**src/rtl/alu_seq_pkg.sv**
```systemverilog
// Opcode codes, FSM state encoding and helpers shared by the alu_seq execute unit.
// Optional divider: define ALU_SEQ_DIV_EN to enable opcodes 12-15.
package alu_seq_pkg;

  localparam int unsigned OPC_W = 4;

  localparam logic [OPC_W-1:0] OP_ADD   = 4'd0;
  localparam logic [OPC_W-1:0] OP_SUB   = 4'd1;
  localparam logic [OPC_W-1:0] OP_AND   = 4'd2;
  localparam logic [OPC_W-1:0] OP_OR    = 4'd3;
  localparam logic [OPC_W-1:0] OP_XOR   = 4'd4;
  localparam logic [OPC_W-1:0] OP_SLL   = 4'd5;
  localparam logic [OPC_W-1:0] OP_SRL   = 4'd6;
  localparam logic [OPC_W-1:0] OP_SRA   = 4'd7;
  localparam logic [OPC_W-1:0] OP_MUL   = 4'd8;
  localparam logic [OPC_W-1:0] OP_MULH  = 4'd9;
  localparam logic [OPC_W-1:0] OP_MULHU = 4'd10;
  localparam logic [OPC_W-1:0] OP_DIV   = 4'd12;
  localparam logic [OPC_W-1:0] OP_DIVU  = 4'd13;
  localparam logic [OPC_W-1:0] OP_REM   = 4'd14;
  localparam logic [OPC_W-1:0] OP_REMU  = 4'd15;

  typedef enum logic [1:0] {
    ST_IDLE = 2'd0,
    ST_MUL  = 2'd1
`ifdef ALU_SEQ_DIV_EN
    , ST_DIV = 2'd2
`endif
  } state_e;

  // Ops whose operands are treated as two's-complement before the magnitude datapath.
  function automatic logic is_signed_op(input logic [OPC_W-1:0] opc);
    return (opc == OP_MUL) || (opc == OP_MULH) || (opc == OP_DIV) || (opc == OP_REM);
  endfunction

endpackage

```
**src/rtl/alu_seq_div.sv**
```systemverilog
// Iterative restoring divider on unsigned magnitudes: one quotient bit per cycle.
// done_c/quo_c/rem_c present the final iteration's result combinationally.
module alu_seq_div #(
  parameter int unsigned XLEN = 32
) (
  input  logic            clk,
  input  logic            rst,
  input  logic            start,
  input  logic [XLEN-1:0] dividend,
  input  logic [XLEN-1:0] divisor,
  output logic            done_c,
  output logic [XLEN-1:0] quo_c,
  output logic [XLEN-1:0] rem_c
);

  localparam int unsigned CW = $clog2(XLEN);

  logic            busy_q, busy_d;
  logic [CW-1:0]   cnt_q, cnt_d;
  logic [XLEN-1:0] rem_q, rem_d;
  logic [XLEN-1:0] quo_q, quo_d;
  logic [XLEN-1:0] dvs_q, dvs_d;
  logic [XLEN:0]   rem_sh;
  logic            ge;

  // One restoring step: shift in the next dividend bit, subtract if it fits.
  always_comb begin
    rem_sh = {rem_q, quo_q[XLEN-1]};
    ge     = (rem_sh >= {1'b0, dvs_q});
    quo_c  = {quo_q[XLEN-2:0], ge};
    rem_c  = ge ? XLEN'(rem_sh - {1'b0, dvs_q}) : rem_sh[XLEN-1:0];
    done_c = busy_q && (cnt_q == '0);
  end

  always_comb begin
    busy_d = busy_q;
    cnt_d  = cnt_q;
    rem_d  = rem_q;
    quo_d  = quo_q;
    dvs_d  = dvs_q;
    if (start) begin
      busy_d = 1'b1;
      cnt_d  = CW'(XLEN - 1);
      rem_d  = '0;
      quo_d  = dividend;
      dvs_d  = divisor;
    end else if (busy_q) begin
      rem_d = rem_c;
      quo_d = quo_c;
      cnt_d = cnt_q - CW'(1);
      if (done_c) begin
        busy_d = 1'b0;
        cnt_d  = '0;
      end
    end
  end

  always_ff @(posedge clk) begin
    if (rst) begin
      busy_q <= 1'b0;
      cnt_q  <= '0;
      rem_q  <= '0;
      quo_q  <= '0;
      dvs_q  <= '0;
    end else begin
      busy_q <= busy_d;
      cnt_q  <= cnt_d;
      rem_q  <= rem_d;
      quo_q  <= quo_d;
      dvs_q  <= dvs_d;
    end
  end

endmodule

```
**src/rtl/alu_seq.sv**
```systemverilog
// RV execute unit: single-cycle ALU ops plus iterative shift-add MUL and optional divider.
// Optional divider: define ALU_SEQ_DIV_EN; otherwise opcodes 12-15 complete as ILLEGAL.
module alu_seq
  import alu_seq_pkg::*;
#(
  parameter int unsigned XLEN = 32
) (
  input  logic            clk,
  input  logic            rst,
  input  logic            in_valid,
  output logic            in_ready,
  input  logic [3:0]      opcode,
  input  logic [XLEN-1:0] op_0,
  input  logic [XLEN-1:0] op_1,
  output logic            out_valid,
  input  logic            out_ready,
  output logic [XLEN-1:0] out,
  output logic            ZERO,
  output logic            NEGATIVE,
  output logic            ILLEGAL
);

  localparam int unsigned SHW = $clog2(XLEN);

  state_e            state_q, state_d;
  logic [SHW-1:0]    cnt_q, cnt_d;
  logic [2*XLEN-1:0] acc_q, acc_d;
  logic [XLEN-1:0]   mcand_q, mcand_d;
  logic [OPC_W-1:0]  opc_q, opc_d;
  logic              sgn0_q, sgn0_d;
  logic              sgn1_q, sgn1_d;
  logic              out_valid_q, out_valid_d;
  logic [XLEN-1:0]   out_q, out_d;
  logic              zero_q, zero_d;
  logic              neg_q, neg_d;
  logic              ill_q, ill_d;

  logic              accept;
  logic              signed_op;
  logic              op0_neg, op1_neg;
  logic [XLEN-1:0]   mag0, mag1;
  logic [SHW-1:0]    shamt;
  logic [XLEN-1:0]   sc_res;
  logic              sc_ill, sc_mul;
  logic [XLEN:0]     mul_sum;
  logic [2*XLEN-1:0] mul_acc_nxt, mul_prod;
  logic              res_wr, res_ill;
  logic [XLEN-1:0]   res_val;

`ifdef ALU_SEQ_DIV_EN
  localparam logic [XLEN-1:0] MIN_NEG = {1'b1, {(XLEN-1){1'b0}}};

  logic            sc_div;
  logic            div_start;
  logic            div_done_c;
  logic [XLEN-1:0] div_quo_c, div_rem_c;
  logic [XLEN-1:0] quo_fix, rem_fix;

  alu_seq_div #(.XLEN(XLEN)) u_div (
    .clk      (clk),
    .rst      (rst),
    .start    (div_start),
    .dividend (mag0),
    .divisor  (mag1),
    .done_c   (div_done_c),
    .quo_c    (div_quo_c),
    .rem_c    (div_rem_c)
  );

  assign quo_fix = (sgn0_q ^ sgn1_q) ? -div_quo_c : div_quo_c;
  assign rem_fix = sgn0_q ? -div_rem_c : div_rem_c;
`endif

  assign in_ready  = (state_q == ST_IDLE) && (!out_valid_q || out_ready);
  assign accept    = in_valid && in_ready;
  assign shamt     = op_1[SHW-1:0];
  assign signed_op = is_signed_op(opcode);
  assign op0_neg   = signed_op && op_0[XLEN-1];
  assign op1_neg   = signed_op && op_1[XLEN-1];
  assign mag0      = op0_neg ? -op_0 : op_0;
  assign mag1      = op1_neg ? -op_1 : op_1;

  // Single-cycle results and classification of the incoming op.
  always_comb begin
    sc_res = '0;
    sc_ill = 1'b0;
    sc_mul = 1'b0;
`ifdef ALU_SEQ_DIV_EN
    sc_div = 1'b0;
`endif
    case (opcode)
      OP_ADD: sc_res = op_0 + op_1;
      OP_SUB: sc_res = op_0 - op_1;
      OP_AND: sc_res = op_0 & op_1;
      OP_OR:  sc_res = op_0 | op_1;
      OP_XOR: sc_res = op_0 ^ op_1;
      OP_SLL: sc_res = op_0 << shamt;
      OP_SRL: sc_res = op_0 >> shamt;
      OP_SRA: sc_res = XLEN'($signed(op_0) >>> shamt);
      OP_MUL, OP_MULH, OP_MULHU: sc_mul = 1'b1;
`ifdef ALU_SEQ_DIV_EN
      OP_DIV, OP_DIVU, OP_REM, OP_REMU: begin
        // Divide-by-zero and signed overflow bypass the iterative divider.
        if (op_1 == '0) begin
          sc_res = ((opcode == OP_DIV) || (opcode == OP_DIVU)) ? {XLEN{1'b1}} : op_0;
        end else if (signed_op && (op_0 == MIN_NEG) && (op_1 == {XLEN{1'b1}})) begin
          sc_res = (opcode == OP_DIV) ? op_0 : '0;
        end else begin
          sc_div = 1'b1;
        end
      end
`else
      OP_DIV, OP_DIVU, OP_REM, OP_REMU: sc_ill = 1'b1;
`endif
      default: sc_ill = 1'b1;
    endcase
  end

  // Radix-2 shift-add step; the final step's product gets its sign restored.
  always_comb begin
    mul_sum     = {1'b0, acc_q[2*XLEN-1:XLEN]} + (acc_q[0] ? {1'b0, mcand_q} : {(XLEN+1){1'b0}});
    mul_acc_nxt = {mul_sum, acc_q[XLEN-1:1]};
    mul_prod    = (sgn0_q ^ sgn1_q) ? -mul_acc_nxt : mul_acc_nxt;
  end

  always_comb begin
    state_d     = state_q;
    cnt_d       = cnt_q;
    acc_d       = acc_q;
    mcand_d     = mcand_q;
    opc_d       = opc_q;
    sgn0_d      = sgn0_q;
    sgn1_d      = sgn1_q;
    out_valid_d = out_valid_q && !out_ready;
    out_d       = out_q;
    zero_d      = zero_q;
    neg_d       = neg_q;
    ill_d       = ill_q;
    res_wr      = 1'b0;
    res_val     = '0;
    res_ill     = 1'b0;
`ifdef ALU_SEQ_DIV_EN
    div_start   = 1'b0;
`endif
    case (state_q)
      ST_IDLE: begin
        if (accept) begin
          opc_d  = opcode;
          sgn0_d = op0_neg;
          sgn1_d = op1_neg;
          if (sc_mul) begin
            acc_d   = {{XLEN{1'b0}}, mag1};
            mcand_d = mag0;
            cnt_d   = SHW'(XLEN - 1);
            state_d = ST_MUL;
          end
`ifdef ALU_SEQ_DIV_EN
          else if (sc_div) begin
            div_start = 1'b1;
            state_d   = ST_DIV;
          end
`endif
          else begin
            res_wr  = 1'b1;
            res_val = sc_res;
            res_ill = sc_ill;
          end
        end
      end
      ST_MUL: begin
        acc_d = mul_acc_nxt;
        cnt_d = cnt_q - SHW'(1);
        if (cnt_q == '0) begin
          cnt_d   = '0;
          state_d = ST_IDLE;
          res_wr  = 1'b1;
          res_val = (opc_q == OP_MUL) ? mul_prod[XLEN-1:0] : mul_prod[2*XLEN-1:XLEN];
        end
      end
`ifdef ALU_SEQ_DIV_EN
      ST_DIV: begin
        if (div_done_c) begin
          state_d = ST_IDLE;
          res_wr  = 1'b1;
          res_val = ((opc_q == OP_DIV) || (opc_q == OP_DIVU)) ? quo_fix : rem_fix;
        end
      end
`endif
      default: state_d = ST_IDLE;
    endcase
    if (res_wr) begin
      out_valid_d = 1'b1;
      out_d       = res_val;
      zero_d      = (res_val == '0);
      neg_d       = res_val[XLEN-1];
      ill_d       = res_ill;
    end
  end

  always_ff @(posedge clk) begin
    if (rst) begin
      state_q     <= ST_IDLE;
      cnt_q       <= '0;
      acc_q       <= '0;
      mcand_q     <= '0;
      opc_q       <= '0;
      sgn0_q      <= 1'b0;
      sgn1_q      <= 1'b0;
      out_valid_q <= 1'b0;
      out_q       <= '0;
      zero_q      <= 1'b0;
      neg_q       <= 1'b0;
      ill_q       <= 1'b0;
    end else begin
      state_q     <= state_d;
      cnt_q       <= cnt_d;
      acc_q       <= acc_d;
      mcand_q     <= mcand_d;
      opc_q       <= opc_d;
      sgn0_q      <= sgn0_d;
      sgn1_q      <= sgn1_d;
      out_valid_q <= out_valid_d;
      out_q       <= out_d;
      zero_q      <= zero_d;
      neg_q       <= neg_d;
      ill_q       <= ill_d;
    end
  end

  assign out_valid = out_valid_q;
  assign out       = out_q;
  assign ZERO      = zero_q;
  assign NEGATIVE  = neg_q;
  assign ILLEGAL   = ill_q;

endmodule
```
**config.mk**
```make
export PLATFORM = sky130hd
export DESIGN_NAME = alu_seq
export DESIGN_NICKNAME = d
export VERILOG_FILES = /design/src/rtl/alu_seq_pkg.sv /design/src/rtl/alu_seq_div.sv /design/src/rtl/alu_seq.sv
export SDC_FILE = /design/constraint.sdc
export NUM_CORES = 1
export LEC_CHECK = 0
export BUFFER_PORTS_ARGS = -buffer_cell sky130_fd_sc_hd__buf_2
export CORE_ASPECT_RATIO = 0.7
export CORE_MARGIN = 2
export CORE_UTILIZATION = 45
export CTS_CLUSTER_SIZE = 40
export DETAILED_ROUTE_END_ITERATION = 6
export PLACE_DENSITY_LB_ADDON = 0.1
export SLEW_MARGIN = 10
export SYNTH_ARGS = -nofsm -noshare
export SYNTH_HDL_FRONTEND = slang
export SYNTH_SLANG_ARGS = --single-unit
```
**constraint.sdc**
```tcl
create_clock -name clk -period 21.6 [get_ports clk]
set_input_delay 3.24 -clock clk [delete_from_list [all_inputs] [get_ports clk]]
set_output_delay 3.24 -clock clk [all_outputs]
set_load 0.005 [all_outputs]
```
Word level (Yosys, flattened, before mapping) --
Index checks and enable logic that the tools add are counted. W data, S select, Z words.
Storage, ports and cells: bits in registers 145, latch bits 0, RAM bits 0, memory bits (read-only) 0, input bits 72, output and inout port bits 37, memories kept 0
Cells by class: $add $sub $neg 7, multiply operators 0, divide/modulo/power cells 0, order comparisons 0, equal/unequal tests 17, shift operators 3, mux-type cells 31, bitwise gates (word level) 4, reductions and logical operators 22
Operators by type and width (number):
- $pmux W32 S8 | 1
- $mux W32 | 7
- $mux W64 | 3
- $pmux W64 S2 | 1
- $neg A32 Y32 | 2
- $neg A64 Y64 | 1
- $pmux W32 S2 | 1
- $add A32 B32 Y33 | 1
- $add A32 B32 Y32 | 1
- $and A32 B32 Y32 | 1
- $logic_not A32 Y1 | 1
- $or A32 B32 Y32 | 1
- $shl A32 B5 Y32 | 1
- $shr A32 B5 Y32 | 1
- $sshr A32 B5 Y32 | 1
- $sub A32 B32 Y32 | 1
- $xor A32 B32 Y32 | 1
- $eq A4 B4 Y1 const B | 6
- $eq A4 B3 Y1 const B | 4
- $mux W5 | 3
- $reduce_or A11 Y1 | 1
- $pmux W5 S2 | 1
- $mux W1 | 9
- $reduce_and A3 Y1 | 3
- other kinds (18) | 31

Logic depth before layout (Yosys ltp) --
Gate-level depths: netlist (run 1).
depth in word-level cells 9, gate-level depth with buffers 30

Worst setup path after synthesis (run 1) --
OpenSTA, ideal clock, no wires.
path kind input-to-reg, start input port op_1[0], end register zero_q, in the netlist ZERO, setup time 0.061 ns, arrival 9.030 ns, required time 21.539 ns, setup slack 12.510 ns, stages on the path 26, path buffers 7, cell sequence buf_2 -> buf_4 -> buf_4 -> clkinv_1 -> buf_2 -> clkbuf_1 -> clkbuf_1 -> ha_1 -> and3_1 -> clkbuf_1 -> nor2_1 -> xnor2_1 -> ha_1 -> a21o_1 -> a21o_1 -> a41o_1 -> a311o_1 -> a41o_1 -> a311o_1 -> nand2_1 -> a21oi_1 -> a31o_2 -> o21ai_0 -> or4b_1 -> nor4_1 -> a32o_1
On the way: longest elaborated chain between the ends 6, elaborated cells between the ends (all ways) 13, classes of those cells add/sub (2); shift (3); mux (4); bitwise (3); reduce/logical (1)
Ends and longest elaborated chain:
- from (decl) | line alu_seq.sv:14 | input logic [XLEN-1:0] op_1,
- $sub A32 B32 Y32 (tied with other cells) | line alu_seq.sv:93 | OP_SUB: sc_res = op_0 - op_1;
- $pmux W32 S8 * | line alu_seq.sv:91 | case (opcode)
- $mux W32 * | line alu_seq.sv:151 | if (sc_mul) begin
- $mux W32 * | line alu_seq.sv:147 | if (accept) begin
- $pmux W32 S2 * | line alu_seq.sv:145 | case (state_q)
- $logic_not A32 Y1 * | line alu_seq.sv:194 | zero_d = (res_val == '0);
- to (signal assigned) | line alu_seq.sv:224 | zero_q <= zero_d;
- to (decl) | line alu_seq.sv:34 | logic zero_q, zero_d;
Every way passes the cells marked *; elsewhere a longest branch is shown, timed or not. A chain may end at the register's enable or synchronous reset.

Final worst setup path (run 1) --
start input port op_1[1], end register zero_q, in the netlist ZERO
The elaborated chain is that of the path after synthesis.

==> impl_metrics.tcl, run 1 <==
set metrics [dict create \
    status "completed" \
    ant_nets 0 \
    cp-end-kind "register" \
    slew_headroom 0.1383 \
    rsz0062_at_grt "false" \
    cp_data_required_time_ps 21990 \
    wl_um 94150 \
    fin_crit_sh 0.4070 \
    synth_most_common_cell "nor2_1" \
    fill_cells 4290 \
    post_cts_resized 0 \
    final.setup.tns_ps 0 \
    synth.avg_cell_area_sq_um 7.412 \
    io_buffer_count 108 \
    hold_buffers 0 \
    cp.arrival_ps 9180 \
    yosysUniqueCellTypes 117 \
    netlist.area_leader.share 0.1460 \
    hpwlAfterDp_um 73200 \
    dieWidth_um 253.5 \
    p_sw_frac 0.4107 \
    grt_pass1_vias 19992 \
    antenna_found_initial 3 \
    hold_violations 0 \
    pwr-share-seq 0.291 \
    die_h_um 178.6 \
    powerDensity_mw_per_mm2 47.26 \
    start_util 0.4597 \
    cts_buffers 17 \
    synth_commonest_cells "nor2_1 (307), nand2_1 (242), a21oi_1 (235), clkbuf_1 (163), dfxtp_1 (143)" \
    drt_first_pass_iters 6 \
    clockPowerShare 0.311 \
    ys_ff_latch 143 \
    synthArstFlopShare 0 \
    cts_setup_buffers 0 \
    switchingPower_uw 406.6 \
    ir_drop_uv 49.80 \
    fin_crit_ps 8791 \
    worst_slew_pin_slew_ps 1275 \
    vias 22063 \
    path_class "input pin to register" \
    grt_pass1_wl_um 137000 \
    routedWlPerCell_um 29.41 \
    grt_overflow 0 \
    drive_gt1_frac 0.1267 \
    clk_latency_ps 450 \
    slew_violations 0 \
    r2r_slack_ps 16050 \
    cp_max_fo 45 \
    num_rows 63 \
    start_kind "input pin" \
    synth_cells 2645 \
    combPwrFrac 0.398 \
    dieArea_sq_mm 0.04528 \
    io_pins 109 \
    core-area_sq_mm 0.04264 \
    final_nets 2806 \
    dr.first_iter.drc_count 3255 \
    fmaxAchievable_ghz 0.1138 \
    clk_pin_slew_ps 60 \
    clockBufferDepth 2 \
    holdCritPathClass "register to register" \
    synthTopCellsByArea "dfxtp_1 (15%), ha_1 (8.4%), mux4_2 (7.5%)" \
    synth_ff_type "dfxtp_1" \
    synthesis.area_sq_mm 0.01961 \
    synth_edf_count 0 \
    power_uw 989.8 \
    syn_nets 2851 \
    cts_max_level 4 \
    final-setup-viol-count 0 \
    synth_warnings 0 \
    drc 0 \
    cts_tree "yes" \
    grt_max_degree 95 \
    syn2layout_area_growth_pct 6.822 \
    intPower_uw 583.3 \
    fin_skew_ps 11.33 \
    clock-sinks 143 \
    grtUsageTotal 0.4122 \
    synth-seq-area-share 0.1460 \
    cap_violations 0 \
    place.gp.congestion 1.089 \
    synth_top_area_cell "dfxtp_1" \
    leakage_uw 0.008198 \
    cts_root_buf "clkbuf_16" \
    routed_via_density 6.893 \
]
## cells by family (layout without fill, tap and decap cells)
logic type / Yosys count / count (layout) / share of synthesized area
adder cells (fa/ha/maj): 134 / 134 / 0.08628
other: 0 / 3 / 0
multiplexers: 135 / 135 / 0.1111
AND/OR/NAND/NOR: 944 / 944 / 0.2358
XOR/XNOR: 161 / 161 / 0.07339
buffers and inverters: 315 / 283 / 0.06586
AO/OA/AOI/OAI: 813 / 813 / 0.2815
flip-flops: 143 / 143 / 0.1460
## metal layers
metal	wire (um)	global-route usage
met3	12530	0.1305
met5	58	0.007692
met4	2577	0.1183
met2	36090	0.5519
met1	42890	0.6156
## worst paths after layout
| kind | endpoint | start | cells past startpoint |
|---|---|---|---|
| setup / recovery | ZERO$_SDFFE_PP0P_ | op_1[1] | 23 |
| hold / removal | mcand_q[31]$_SDFFE_PP0P_ | mcand_q[31]$_SDFFE_PP0P_ | 2 |
| setup reg to reg | ZERO$_SDFFE_PP0P_ | acc_q[0]$_SDFFE_PP0P_ | 16 |
| hold reg to reg | mcand_q[31]$_SDFFE_PP0P_ | mcand_q[31]$_SDFFE_PP0P_ | 2 |
## area by class of cell
cell class / count / area, sq um / area share
clock buffers: 19 / 452.9 / 0.02163
multi-input cells: 2187 / 15510 / 0.7408
inverters: 103 / 386.6 / 0.01846
diodes: 3 / 7.507 / 0.0003585
repair buffers: 148 / 848.3 / 0.04051
clock inverters: 13 / 137.6 / 0.006572
well taps: 585 / 732.0 / 0.03495
flip-flops and latches: 143 / 2864 / 0.1368
## power by group through the flow
stage	registers, uW	clock network (uW)	logic, uW
after floorplan	289	0	247
after global placement	293	0	374
after detailed placement	294	0	375
after CTS	288	310	377
after global routing	289	319	415
final	288	308	394
## per-stage QoR
step	hold WS (ps)	std cells	util	worst slack, ps	area [sq um]
after detailed placement	444.3	3166	0.4771	12510	20340
after CTS	452.5	3198	0.4909	12980	20940
after global routing	470.3	3198	0.4909	12330	20940
after global placement	440.5	3166	0.4771	12750	20340
after floorplan	431.7	2645	-	12510	19610
final	449.6	3201	0.4911	12810	20940
## cells in the final DEF (no fill, tap or decap), drive strengths merged, types with 14 or more instances in the layout
master	instances
dfxtp	143
a211oi	72
and3	49
nand2	242
o211ai	33
mux2i	59
or3	29
a21o	24
mux4	65
nor2b	16
nand4	24
o31ai	24
o21ai	143
and2	51
inv	104
a311oi	16
nor4	19
xnor2	131
buf	148
clkbuf	19
o221ai	17
or2	14
nand3	59
nor3	63
a31oi	49
xor2	29
ha	132
nor2	308
o22ai	15
a221oi	28
a21oi	240
a22oi	18
## worst max-delay path, cell delays in order
cell and delay, ps:
buf_4 300, nor2_1 410, nand2_1 270, nor2_1 210, nand2_1 130, nor4_1 710, and3_1 290, nor2_1 60
xnor2_1 130, ha_1 360, a21oi_1 300, o22ai_1 150, nor4_1 160, o21ai_0 110, a41o_1 280, a311o_1 400
nand2_1 110, a21oi_1 100, a31o_2 230, o21ai_0 160, or4b_1 490, nor4_1 320, a32o_1 210
## flip-flops by register name, summed over array words and instances (netlist names)
| signal | flops |
|---|---|
| cnt_q | 5 |
| ILLEGAL | 1 |
| sgn0_q | 1 |
| out | 32 |
| out_valid | 1 |
| sgn1_q | 1 |
| state_q | 1 |
| ZERO | 1 |
| acc_q | 64 |
| opc_q | 4 |
| mcand_q | 32 |
Power figures use the tool's default switching activity.
==> run 2: changes to the inputs <==
ABC_AREA = 1   (was unset)
clock period = 8.7 ns   (was 21.6 ns; I/O delays follow)
==> run 2 against run 1 <==
  * Area after synthesis rose by 1.3%
  * Sequential share of layout area fell by 0.30 points
  * Clock skew rose by 12 ps
  * Count of clock-buffer cells in the layout fell by 2
  * Flip-flop and latch count did not move
  * Combinational power rose by 140%
  * Critical path depth rose by 7
  * Sequential power rose by 150%
  * Final area rose by 2.3%
  * Register-to-register slack got worse by 12000 ps
==> impl_metrics.tcl, run 2 <==
set metrics [dict create \
    cts_setup_buffers 0 \
    synth_ff_type "dfxtp_1" \
    status "completed" \
    start_util 0.4551 \
    grt_overflow 0 \
    cap_violations 0 \
    dr.first_iter.drc_count 3779 \
    slowest_stage "nor3_1" \
    crit-reg2reg-capture "ZERO$_SDFFE_PP0P_" \
    synthesis.area_sq_mm 0.01986 \
    switchingPower_uw 1098 \
    cp-end-kind "register" \
    yosysUniqueCellTypes 61 \
    p_sw_frac 0.4499 \
    synth.avg_cell_area_sq_um 5.388 \
    hold_violations 0 \
    clock-sinks 143 \
    place.gp.congestion 1.028 \
    slew_violations 0 \
    drive_gt1_frac 0.07401 \
    grt_pass1_vias 21549 \
    vias 24824 \
    synth_edf_count 0 \
    cts_max_level 4 \
    clockPowerShare 0.314 \
    cts_buffers 17 \
    synthArstFlopShare 0 \
    final_nets 3895 \
    pwr-share-seq 0.290 \
    post_cts_resized 0 \
    clockBufferDepth 2 \
    hold_buffers 0 \
    drc 0 \
    cp.arrival_ps 6440 \
    fin_crit_ps 6060 \
    die_h_um 179.8 \
    clk_latency_ps 460 \
    crit_family "simple AND/OR/NAND/NOR gates" \
    synth_most_common_cell "nand2_1" \
    num_rows 64 \
    powerDensity_mw_per_mm2 113.9 \
    cts_tree "yes" \
    synth_commonest_cells "nand2_1 (1234), inv_1 (452), nor2_1 (343), nand3_1 (318), o21ai_0 (243)" \
    whs_ps 461.8 \
    ant_nets 0 \
    core-area_sq_mm 0.04364 \
    final-setup-viol-count 0 \
    r2r_start "acc_q[0]$_SDFFE_PP0P_" \
    fin_skew_ps 23.54 \
    slew_headroom 0.1614 \
    rsz0062_at_grt "false" \
    io_pins 109 \
    synth-seq-area-share 0.1441 \
    synth_warnings 0 \
    syn2layout_area_growth_pct 7.850 \
    netlist.area_leader.share 0.2332 \
    final_common_cell "nand2_1" \
    mostFrequentLayoutCells "nand2_1 (1233), inv_1 (450), nor2_1 (338), nand3_1 (318), o21ai_0 (243)" \
    leakage_uw 0.01143 \
    critPathMaxStageDelay_ps 440 \
    drt_first_pass_iters 6 \
    whs_path_depth 2 \
    grt_pass1_wl_um 134800 \
    start_kind "input pin" \
    worst_slew_pin_slew_ps 1245 \
    synth_top_area_cell "nand2_1" \
    ff2ff_path_depth 21 \
    dieArea_sq_mm 0.04586 \
    clk_pin_slew_ps 80 \
    placed_cell_area_sq_mm 0.02080 \
    holdPathEnd "ILLEGAL$_SDFFE_PP0P_" \
    antenna_found_initial 4 \
    synthTopCellsByArea "nand2_1 (23%), dfxtp_1 (14%), inv_1 (8.5%)" \
    synth_cells 3686 \
    routed_via_density 5.776 \
    largest_register_ff_count 64 \
    critPathBufInv 3 \
    cp_max_fo 39 \
    fin_area_sq_mm 0.02142 \
    cts_root_buf "clkbuf_16" \
    r2r_slack_ps 4140 \
    top_register "acc_q" \
    worstHoldStart "ILLEGAL$_SDFFE_PP0P_" \
    path_class "input pin to register" \
    hpwlAfterDp_um 72810 \
    routedWlPerCell_um 20.85 \
    fmaxAchievable_ghz 0.1650 \
    fill_cells 4954 \
    ys_ff_latch 143 \
    crit_top_cell "nand2_1" \
    ir_drop_uv 133.0 \
    dieWidth_um 255.1 \
    combPwrFrac 0.396 \
    grtUsageTotal 0.3861 \
    wl_um 89630 \
    syn_nets 3892 \
    io_buffer_count 108 \
    fin_crit_sh 0.6965 \
    final.setup.tns_ps 0 \
    intPower_uw 1342 \
    holdCritPathClass "register to register" \
    grt_max_degree 67 \
    cp_data_required_time_ps 9080 \
]
==> run 2: cell count changes in the layout (fill, tap and decap cells not counted), moves of 40 or more <==
cell / delta
and2_1: -40
nand3_1: +261
nand2_1: +991
a211oi_1: -64
mux2i_1: -54
o21ai_0: +104
xnor2_1: -126
inv_1: +348
and3_1: -46
mux4_2: -65
==> run 2: cell families after synthesis <==
group	count (synthesis)	synth area share
AO/OA/AOI/OAI	659	0.1894
XOR/XNOR	41	0.01808
adder cells (fa/ha/maj)	134	0.08518
buffers and inverters	627	0.1209
flip-flops	143	0.1441
multiplexers	5	0.002520
AND/OR/NAND/NOR	2077	0.4398
==> run 2: stage by stage <==
stage / total power (uW) / setup WS, ps / instances / utilization
2_1_floorplan: 1322 / 3232 / 3686 / -
3_3_place_gp: 1642 / 2513 / 4264 / 0.4766
3_5_place_dp: 1640 / 2542 / 4264 / 0.4766
4_1_cts: 2403 / 2974 / 4296 / 0.4907
5_1_grt: 2564 / 2263 / 4296 / 0.4907
6_report: 2439 / 2640 / 4298 / 0.4908
==> run 2: layout make-up <==
class                           count  area [sq um]  area share
Inverter                          472          1774     0.08283
Timing Repair Buffer              139         775.7     0.03622
Clock buffer                       17         425.4     0.01986
Antenna cell                        2         5.005   0.0002337
Clock inverter                     15         190.2    0.008879
Multi-Input combinational cell   2916         14640      0.6836
Tap cell                          594         743.2     0.03470
Sequential cell                   143          2864      0.1337
==> run 2: worst max path at each step <==
stage,end,cells past startpoint,slack [ps],from
floorplan,ZERO$_SDFFE_PP0P_,33,3230,op_1[1]
global placement,ZERO$_SDFFE_PP0P_,30,2510,op_1[0]
detailed placement,ZERO$_SDFFE_PP0P_,30,2540,op_1[0]
CTS,ZERO$_SDFFE_PP0P_,30,2970,op_1[0]
global route,ZERO$_SDFFE_PP0P_,27,2260,op_1[0]
finish,ZERO$_SDFFE_PP0P_,30,2640,op_1[0]
==> run 2: power by group through the flow <==
stage / combinational [uW] / sequential [uW] / clock, uW
floorplan: 611 / 711 / 0
global placement: 920 / 722 / 0
detailed placement: 919 / 721 / 0
CTS: 923 / 707 / 773
global route: 1050 / 710 / 801
finish: 965 / 707 / 767
==> run 2: worst register-to-register path, stage by stage, from the launching register on <==
cell     delay [ps]
dfxtp_1         310
buf_4           380
nand2_1         110
inv_1            70
ha_1            260
fa_1            520
or2_2           320
nor2_1          190
nand3_1         110
nor2_2          160
nand3_2         180
nand3_1         110
nand2_1          50
o21ai_0         900
nand3_1         150
nor2_1          130
nand2_1          70
nor2_1          120
nand2_1          70
nor2_1          100
nand2_1          70
a21oi_2         120
==> run 2: layer usage <==
metal | GRT usage | part of all wire
met2 | 0.4998 | 0.37
met3 | 0.1050 | 0.14
met5 | 0 | 0.00026
met1 | 0.6122 | 0.47
met4 | 0.08281 | 0.021
